[config.mk]
export PLATFORM = sky130hd
export DESIGN_NAME = if_fetch_unit_flat
export DESIGN_NICKNAME = d
export VERILOG_FILES = /design/src/rtl/if_fetch_unit_if.sv /design/src/rtl/if_fetch_unit.sv /design/src/flat_wrapper.sv
export SDC_FILE = /design/constraint.sdc
export NUM_CORES = 1
export LEC_CHECK = 0
export CAP_MARGIN = 20
export CORE_ASPECT_RATIO = 1.25
export CORE_UTILIZATION = 45
export CTS_BUF_LIST = sky130_fd_sc_hd__clkbuf_8
export DETAILED_ROUTE_END_ITERATION = 12
export GPL_TIMING_DRIVEN = 0
export PLACE_DENSITY = 0.81
export SYNTH_ARGS = -nofsm -noshare
export SYNTH_HDL_FRONTEND = slang
export SYNTH_SLANG_ARGS = --single-unit
[constraint.sdc]
create_clock -name Clk -period 7.17 [get_ports Clk]
set_input_delay 1.434 -clock Clk [delete_from_list [all_inputs] [get_ports Clk]]
set_output_delay 1.434 -clock Clk [all_outputs]
set_load 0.02 [all_outputs]
[src/rtl/if_fetch_unit_if.sv]
// Instruction-memory request channel for the fetch unit.
//   imem_req   : fetch request valid (fetch unit -> memory)
//   imem_addr  : word-aligned fetch byte address (fetch unit -> memory)
//   imem_ready : memory accepts request, imem_rdata valid same cycle
//   imem_rdata : instruction word (memory -> fetch unit)
// master = fetch unit side, slave = memory side.
interface if_fetch_unit_if;
  logic        imem_req;
  logic [31:0] imem_addr;
  logic        imem_ready;
  logic [31:0] imem_rdata;

  modport master (output imem_req, output imem_addr,
                  input  imem_ready, input imem_rdata);
  modport slave  (input  imem_req, input imem_addr,
                  output imem_ready, output imem_rdata);
endinterface

[src/rtl/if_fetch_unit.sv]
// Instruction-fetch stage of the 5-stage MIPS pipeline.
// Issues word-aligned requests over a req/ready channel, buffers one word
// while decode stalls, and applies MEM-stage redirects with flush.
// Ports:
//   Clk, Rst        : clock (rising edge), async active-high reset
//   imem            : instruction-memory channel (master side)
//   id_stall        : ID stage cannot accept; hold IF/ID outputs
//   redirect_valid  : taken branch/jump/jr this cycle
//   redirect_target : new PC (low two bits ignored)
//   id_valid/id_instr/id_pc4 : IF/ID register outputs
//   fetch_pc        : current fetch PC (debug)
module if_fetch_unit #(
  parameter logic [31:0] RESET_PC  = 32'h0000_0000,
  parameter logic [31:0] NOP_INSTR = 32'h0000_0000
) (
  input  logic            Clk,
  input  logic            Rst,
  if_fetch_unit_if.master imem,
  input  logic            id_stall,
  input  logic            redirect_valid,
  input  logic [31:0]     redirect_target,
  output logic            id_valid,
  output logic [31:0]     id_instr,
  output logic [31:0]     id_pc4,
  output logic [31:0]     fetch_pc
);

  typedef enum logic {FETCH, DISCARD} state_e;

  state_e      state_q, state_d;
  logic [31:0] pc_q, pc_d;
  logic [31:0] pend_target_q, pend_target_d;
  logic        buf_valid_q, buf_valid_d;
  logic [31:0] buf_instr_q, buf_instr_d;
  logic [31:0] buf_pc4_q, buf_pc4_d;
  logic        id_valid_q, id_valid_d;
  logic [31:0] id_instr_q, id_instr_d;
  logic [31:0] id_pc4_q, id_pc4_d;
  logic        accept;
  logic [31:0] target_al;

  // State register
  always_ff @(posedge Clk or posedge Rst) begin
    if (Rst) begin
      state_q       <= FETCH;
      pc_q          <= RESET_PC;
      pend_target_q <= '0;
      buf_valid_q   <= 1'b0;
      buf_instr_q   <= '0;
      buf_pc4_q     <= '0;
      id_valid_q    <= 1'b0;
      id_instr_q    <= NOP_INSTR;
      id_pc4_q      <= '0;
    end else begin
      state_q       <= state_d;
      pc_q          <= pc_d;
      pend_target_q <= pend_target_d;
      buf_valid_q   <= buf_valid_d;
      buf_instr_q   <= buf_instr_d;
      buf_pc4_q     <= buf_pc4_d;
      id_valid_q    <= id_valid_d;
      id_instr_q    <= id_instr_d;
      id_pc4_q      <= id_pc4_d;
    end
  end

  // Next-state logic
  always_comb begin
    state_d       = state_q;
    pc_d          = pc_q;
    pend_target_d = pend_target_q;
    buf_valid_d   = buf_valid_q;
    buf_instr_d   = buf_instr_q;
    buf_pc4_d     = buf_pc4_q;
    id_valid_d    = id_valid_q;
    id_instr_d    = id_instr_q;
    id_pc4_d      = id_pc4_q;

    accept    = imem.imem_req && imem.imem_ready;
    target_al = redirect_target & ~32'd3;

    // PC / FSM. pc_q keeps the abandoned address throughout DISCARD so the
    // outstanding request stays stable until the memory takes it.
    unique case (state_q)
      FETCH: begin
        if (redirect_valid) begin
          if (imem.imem_req && !imem.imem_ready) begin
            pend_target_d = target_al;
            state_d       = DISCARD;
          end else begin
            pc_d = target_al;
          end
        end else if (accept) begin
          pc_d = pc_q + 32'd4;
        end
      end
      DISCARD: begin
        if (redirect_valid) pend_target_d = target_al;
        if (imem.imem_ready) begin
          pc_d    = redirect_valid ? target_al : pend_target_q;
          state_d = FETCH;
        end
      end
      default: state_d = FETCH;
    endcase

    // IF/ID registers and skid buffer; only FETCH-state accepts carry data.
    if (redirect_valid) begin
      id_valid_d  = 1'b0;
      id_instr_d  = NOP_INSTR;
      buf_valid_d = 1'b0;
    end else if (!id_stall) begin
      if (buf_valid_q) begin
        id_valid_d  = 1'b1;
        id_instr_d  = buf_instr_q;
        id_pc4_d    = buf_pc4_q;
        buf_valid_d = 1'b0;
      end else if (accept && state_q == FETCH) begin
        id_valid_d = 1'b1;
        id_instr_d = imem.imem_rdata;
        id_pc4_d   = pc_q + 32'd4;
      end else begin
        id_valid_d = 1'b0;
      end
    end else if (accept && state_q == FETCH) begin
      buf_valid_d = 1'b1;
      buf_instr_d = imem.imem_rdata;
      buf_pc4_d   = pc_q + 32'd4;
    end
  end

  // Output logic
  always_comb begin
    imem.imem_addr = pc_q;
    if (Rst)                     imem.imem_req = 1'b0;
    else if (state_q == DISCARD) imem.imem_req = 1'b1;
    else                         imem.imem_req = !buf_valid_q;
  end

  assign id_valid = id_valid_q;
  assign id_instr = id_instr_q;
  assign id_pc4   = id_pc4_q;
  assign fetch_pc = pc_q;

endmodule

[src/flat_wrapper.sv]
// flat-port wrapper written by rule: the top's interface ports become plain ports
module if_fetch_unit_flat 
#(
  parameter logic [31:0] RESET_PC  = 32'h0000_0000,
  parameter logic [31:0] NOP_INSTR = 32'h0000_0000
)
  (Clk, Rst, id_stall, redirect_valid, redirect_target, id_valid, id_instr, id_pc4, fetch_pc, imem_imem_req, imem_imem_addr, imem_imem_ready, imem_imem_rdata);
  if_fetch_unit_if imem_i ();
  input  logic Clk;
  input  logic Rst;
  input  logic id_stall;
  input  logic redirect_valid;
  input  logic [31:0] redirect_target;
  output logic id_valid;
  output logic [31:0] id_instr;
  output logic [31:0] id_pc4;
  output logic [31:0] fetch_pc;
  output wire logic [$bits(imem_i.imem_req)-1:0] imem_imem_req;
  output wire logic [$bits(imem_i.imem_addr)-1:0] imem_imem_addr;
  input wire logic [$bits(imem_i.imem_ready)-1:0] imem_imem_ready;
  input wire logic [$bits(imem_i.imem_rdata)-1:0] imem_imem_rdata;
  assign imem_imem_req = imem_i.imem_req;
  assign imem_imem_addr = imem_i.imem_addr;
  assign imem_i.imem_ready = imem_imem_ready;
  assign imem_i.imem_rdata = imem_imem_rdata;
  if_fetch_unit #(.RESET_PC(RESET_PC), .NOP_INSTR(NOP_INSTR)) u_core (.Clk(Clk), .Rst(Rst), .imem(imem_i), .id_stall(id_stall), .redirect_valid(redirect_valid), .redirect_target(redirect_target), .id_valid(id_valid), .id_instr(id_instr), .id_pc4(id_pc4), .fetch_pc(fetch_pc));
endmodule
==> results.cfg, run 1 <==
[timing]
fin_tns_setup_ns = 0
finalClockSkew_ns = 0.01905
finalSetupViolations = 0
slew_headroom_pct = 24.49
hold_ws_ns = 0.4878
tightest_slew_ns = 1.122
min_period_ns = 4.430
drv_slew = 0
hold_violations = 0
fmax_ghz = 0.2257
period_share_pct = 61.78
worst_slack_ns = 2.740
rsz0062_at_grt = no

[routing]
drt_first_iter_violations = 584
drc = 0
vias_per_cell = 5.615
num_vias = 8148
drt-total-wl_mm = 27.20
post_drt_wl_per_cell_um = 18.74
first_pass_iters = 7
ant_nets = 0

[cells_and_area]
syn2layout_area_growth_pct = 28.41
fillCellCount = 1775
multi_input_comb_area_mm2 = 0.004149
instances_no_fill = 1451
fin_nets = 1233
drive_gt1_share_pct = 13.18
layout.area.seq_mm2 = 0.004880

[synthesis]
syn-mean-instance-area_um2 = 10.15
synth_fp_nets = 1017
ys_ff_latch = 195
synth_area_leaders = dfrtp_1 51%, mux2_2 8.6%, mux2i_1 4.9%
synthDominantCellAreaShare_pct = 50.77
synth_top_area_cell = dfrtp_1
synthCells = 947
yosysSeqAreaShare_pct = 50.77
synth_edf_count = 0
synth_async_sr_flop_share_pct = 100.0
synthFlopType = dfrtp_1
synth_area_mm2 = 0.009610
yosys_warnings = 0
netlist-cell-type-count = 53

[run]
max-cap-violations = 0

[clocking]
numCtsBuffers = 17
clk_path_buf_depth = 2
cts_sinks = 195
post_cts.repair.setup_buffers = 0
ctsHoldBuffers = 0
cts-root-buf = clkbuf_8
clk_latency_ns = 0.48
cts.clk_slew.worst_paths_ns = 0.10
ctsResizeCount = 0
cts_tree = yes
h-tree-depth = 4

[power_and_ir_drop]
finalPower_uw = 3289
p_comb_share_pct = 31.6
switching_power_uw = 1145
p_per_area_mw_per_mm2 = 266.5
ir_worst_vdd_mv = 0.1516
p_int_uw = 2144
p_seq_share_pct = 46.3
power_leakage_uw = 0.004976
swShare_pct = 34.82
clkPwrFrac_pct = 22.1

[floorplan]
pin_count = 199
start_util_pct = 46.00
die_w_um = 132.7
die-area_mm2 = 0.02195
die_y_um = 165.4
num_rows = 59
core_area_mm2 = 0.02089

[critical_path]
crit_type = in2out
worst_ep_arrival_time_ns = 3.00
worstPathRequired_ns = 5.74
endpoint_kind = output pin
cp_max_fo = 5
startpoint_type = input port

[placement]
gp_congestion = 0.9422
place_inst = 1417
dp_hpwl_mm = 20.41
preCtsSetupSlack_ns = 2.753
port_buffers = 195

[min_path]
hold_class = reg2reg

[global_routing]
grt_usage_pct = 25.15
grt_max_degree = 114
antenna_found_initial = 0
grt_pass1_wl_mm = 42.39
grt_pass1_vias = 7949
grt_overflow_total = 0

[run_status]
status = completed
cell type report:
cell class / count / share of cell area, %
clock buffer: 17 / 1.896
tap: 274 / 2.778
timing repair buffer: 197 / 16.08
antenna: 1 / 0.02028
buffer: 104 / 4.228
inverter: 16 / 0.5475
multi-input combinational: 632 / 33.62
clock inverter: 15 / 1.288
sequential: 195 / 39.54
power by group through the flow:
stage / clock network [µW] / logic, µW / registers, µW
final: 727 / 1040 / 1520
after global routing: 775 / 1120 / 1550
after CTS: 736 / 1040 / 1520
after detailed placement: 0 / 1040 / 1540
after global placement: 0 / 1020 / 1530
after floorplan: 0 / 493 / 1610
registers in the layout (all words and copies together), names as in the netlist:
name	cells
u_core.state_q	1
u_core.pend_target_q	32
u_core.id_valid	1
u_core.buf_pc4_q	32
u_core.id_pc4	32
u_core.buf_instr_q	32
u_core.fetch_pc	32
u_core.id_instr	32
u_core.buf_valid_q	1
Yosys cell counts (3+ instances only):
library cell / number
or3_1: 4
o21ai_0: 75
a31oi_1: 8
nor4_1: 9
mux2i_1: 47
a21oi_1: 52
or4_4: 3
o211ai_1: 8
o31a_1: 3
dfrtp_1: 195
nor2b_1: 3
or4_1: 3
nand4_1: 9
buf_1: 12
a211oi_1: 37
buf_2: 6
nor3b_1: 8
clkbuf_1: 53
a22o_1: 4
and3_1: 15
and4_1: 4
o22ai_1: 5
o2bb2ai_1: 7
nand2_1: 69
nor2_1: 82
xor2_1: 4
nor3_1: 19
o31ai_1: 6
mux2_2: 73
o21a_1: 4
and2_1: 5
xnor2_1: 15
inv_1: 15
buf_4: 33
nand3_1: 29
cell usage in the layout, fill, tap and decap left out, types with 29 or more instances in the layout:
| cell type | instances |
|---|---|
| mux2i_1 | 47 |
| mux2_2 | 73 |
| nand2_1 | 69 |
| buf_4 | 33 |
| o21ai_0 | 75 |
| a21oi_1 | 52 |
| clkdlybuf4s50_1 | 195 |
| clkbuf_1 | 53 |
| nor2_1 | 82 |
| dfrtp_1 | 195 |
| nand3_1 | 29 |
| a211oi_1 | 37 |
stage by stage:
stage          util, %  instance area [µm²]
2_1_floorplan        -                 9610
3_3_place_gp     56.99                11910
3_5_place_dp     57.15                11940
4_1_cts          59.03                12330
5_1_grt          59.06                12340
6_report         59.07                12340
logic make-up after synthesis:
logic type               after synthesis  synth area share (%)
multiplexers                         120                 13.45
adder cells (fa/ha/maj)                1                0.1302
XOR/XNOR                              19                 1.732
AO/OA/AOI/OAI                        225                 14.46
flip-flops                           195                 50.77
buffers and inverters                120                 6.054
AND/OR/NAND/NOR                      267                 13.40
critical path, stage by stage:
cell	delay, ns
clkdlybuf4s50_1	0.57
a21oi_1	0.30
clkdlybuf4s50_1	0.69
metal layers:
metal  vias to the layer above  global-route usage [%]  share of wire, %
met5                         -                       0                 0
met4                         0                   12.90               4.0
met3                        80                   6.227               7.7
met2                       358                   42.94                49
met1                      3919                   29.51                39
li1                       3791                       -                 -
path summary, 6_finish.rpt:
check	slack, ns	to	startpoint	depth (start not counted)
min in group asynchronous	1.63	u_core.id_instr[4]	Rst	2
max	2.74	imem_imem_req	Rst	3
max in group asynchronous	4.70	u_core.buf_pc4_q[8]	Rst	3
max reg2reg	4.16	u_core.fetch_pc[20]	u_core.fetch_pc[2]	7
min reg2reg	0.49	u_core.id_pc4[31]	u_core.id_pc4[31]	2
min	0.49	u_core.id_pc4[31]	u_core.id_pc4[31]	2
Power figures use the tool's default switching activity.
==> run 2, diff against run 1 <==
==> constraint.sdc (replaced) <==
create_clock -name Clk -period 3.71 [get_ports Clk]
set_input_delay 0.742 -clock Clk [delete_from_list [all_inputs] [get_ports Clk]]
set_output_delay 0.742 -clock Clk [all_outputs]
set_load 0.02 [all_outputs]
==> run 2 against run 1 <==
  * Cell count rose by 0.28%
  * Clock skew decreased by 0.0026 ns
  * Sequential share of layout area is 0.24 points lower
  * Clock-buffer cell count unchanged
  * Clock power increased by 93%
  * Via count is 0.98% higher
  * Die area did not move
  * Total power grew 94%
  * Non-clock buffer count rose by 5
  * Critical path type unchanged
==> results.cfg, run 2 (synthesized netlist as in run 1, its figures left out) <==
[floorplan]
core_area_mm2 = 0.02089
num_rows = 59
die_w_um = 132.7
die-area_mm2 = 0.02195
start_util_pct = 46.00
pin_count = 199
die_y_um = 165.4

[clocking]
clk_path_buf_depth = 2
clk_latency_ns = 0.48
ctsHoldBuffers = 0
cts_tree = yes
numCtsBuffers = 17
cts-root-buf = clkbuf_8
cts.clk_slew.worst_paths_ns = 0.10
cts_sinks = 195
post_cts.repair.setup_buffers = 0
ctsResizeCount = 0
h-tree-depth = 4

[timing]
slew_headroom_pct = 33.58
finalSetupViolations = 0
hold_violations = 0
fmax_ghz = 0.3368
worst_slack_ns = 0.7408
drv_slew = 0
rsz0062_at_grt = no
finalClockSkew_ns = 0.01644
hold_ws_ns = 0.4848
tightest_slew_ns = 0.9886
min_period_ns = 2.969
period_share_pct = 80.03

[critical_path]
reg2reg_slack_ns = 0.76
startpoint_type = input port
slowest_delay_ns = 0.69
crit_type = in2out
worst_ep_arrival_time_ns = 2.23
crit_family = buffers and inverters
worstPathRequired_ns = 2.97
r2r-end = u_core.fetch_pc[31]
crit_chain = clkdlybuf4s50_1 -> a21oi_1 -> clkdlybuf4s50_1
r2r_start = u_core.fetch_pc[6]
cp_max_fo = 5
cp_common_cell = clkdlybuf4s50_1
cp_slowest_cell = clkdlybuf4s50_1
endpoint_kind = output pin
rr_worst_depth = 7
crit_buf_inv = 2

[power_and_ir_drop]
p_per_area_mw_per_mm2 = 513.8
ir_worst_vdd_mv = 0.2584
power_leakage_uw = 0.005014

[cells_and_area]
fillCellCount = 1768
antennaDiodeCount = 0
drive_gt1_share_pct = 13.55
syn2layout_area_growth_pct = 29.19
fin_nets = 1238
multi_input_comb_area_mm2 = 0.004149
layout.area.seq_mm2 = 0.004880
final_cell_mix = 195 x clkdlybuf4s50_1, 195 x dfrtp_1, 82 x nor2_1
instances_no_fill = 1455

[min_path]
hold_end = u_core.id_pc4[19]
min_path_cells = 2
min_from = u_core.id_pc4[19]
hold_class = reg2reg

[global_routing]
antenna_found_initial = 0
grt_usage_pct = 25.57
grt_pass1_vias = 8048
grt_pass1_wl_mm = 43.15
grt_overflow_total = 0
grt_max_degree = 44

[placement]
dp_hpwl_mm = 20.97
port_buffers = 195
place_inst = 1421
gp_congestion = 0.9207
preCtsSetupSlack_ns = 0.3443

[run_status]
status = completed

[run]
max-cap-violations = 0

[routing]
num_vias = 8228
drc = 0
post_drt_wl_per_cell_um = 18.87
drt-total-wl_mm = 27.46
first_pass_iters = 8
ant_nets = 0
drt_first_iter_violations = 769
vias_per_cell = 5.655
run 2: cell count changes in the layout (fill, tap and decap cells not counted):
cell / delta
buf_12: +5
buf_16: -1
clkbuf_2: +1
clkinv_4: +1
diode_2: -1
inv_6: -1
run 2: worst max path at each step:
stage                    startpoint                     to  slack [ns]  cells past startpoint
floorplan                       Rst  u_core.buf_instr_q[0]        0.45                      1
global placement                Rst      u_core.id_pc4[17]       -1.18                      2
detailed placement              Rst    u_core.buf_pc4_q[6]        0.34                      8
CTS                             Rst          imem_imem_req        0.73                      3
global route        imem_imem_ready       u_core.id_pc4[8]        0.66                      7
finish                          Rst          imem_imem_req        0.74                      3
run 2: final cells by class:
type                       count  area share [%]
buffer                       104           4.202
clock buffer                  17           1.885
clock inverter                15           1.310
inverter                      16          0.5140
multi-input combinational    632           33.42
sequential                   195           39.30
tap                          274           2.761
timing repair buffer         202           16.61
run 2: per-stage QoR:
step                power, µW  cell area [µm²]  utilization, %  setup TNS, ns
global placement         4917            11910           57.00        -228.46
finish                   6379            12420           59.43              0
floorplan                4073             9614               -              0
global route             6689            12420           59.43              0
detailed placement       5013            12010           57.48              0
CTS                      6400            12410           59.38              0
run 2: where the power goes:
| part | total (µW) | internal [µW] | switching [µW] |
|---|---|---|---|
| Clock | 1400 | 566 | 838 |
| Sequential | 2950 | 2580 | 366 |
| Combinational | 2030 | 1010 | 1020 |
| Total | 6380 | 4150 | 2220 |
run 2: worst reg2reg max path: stages (launching register included):
cell and delay, ns:
dfrtp_1 0.42, buf_4 0.18, nand4_1 0.29, buf_2 0.29, nor4_1 0.78, nand4_1 0.35
o21ai_0 0.29, o2bb2a_1 0.25
run 2: layer usage:
| layer | wire [µm] | global-route usage [%] |
|---|---|---|
| met3 | 2109 | 5.922 |
| met4 | 1190 | 13.69 |
| met1 | 10480 | 29.71 |
| met5 | 0 | 0 |
| met2 | 13680 | 44.09 |
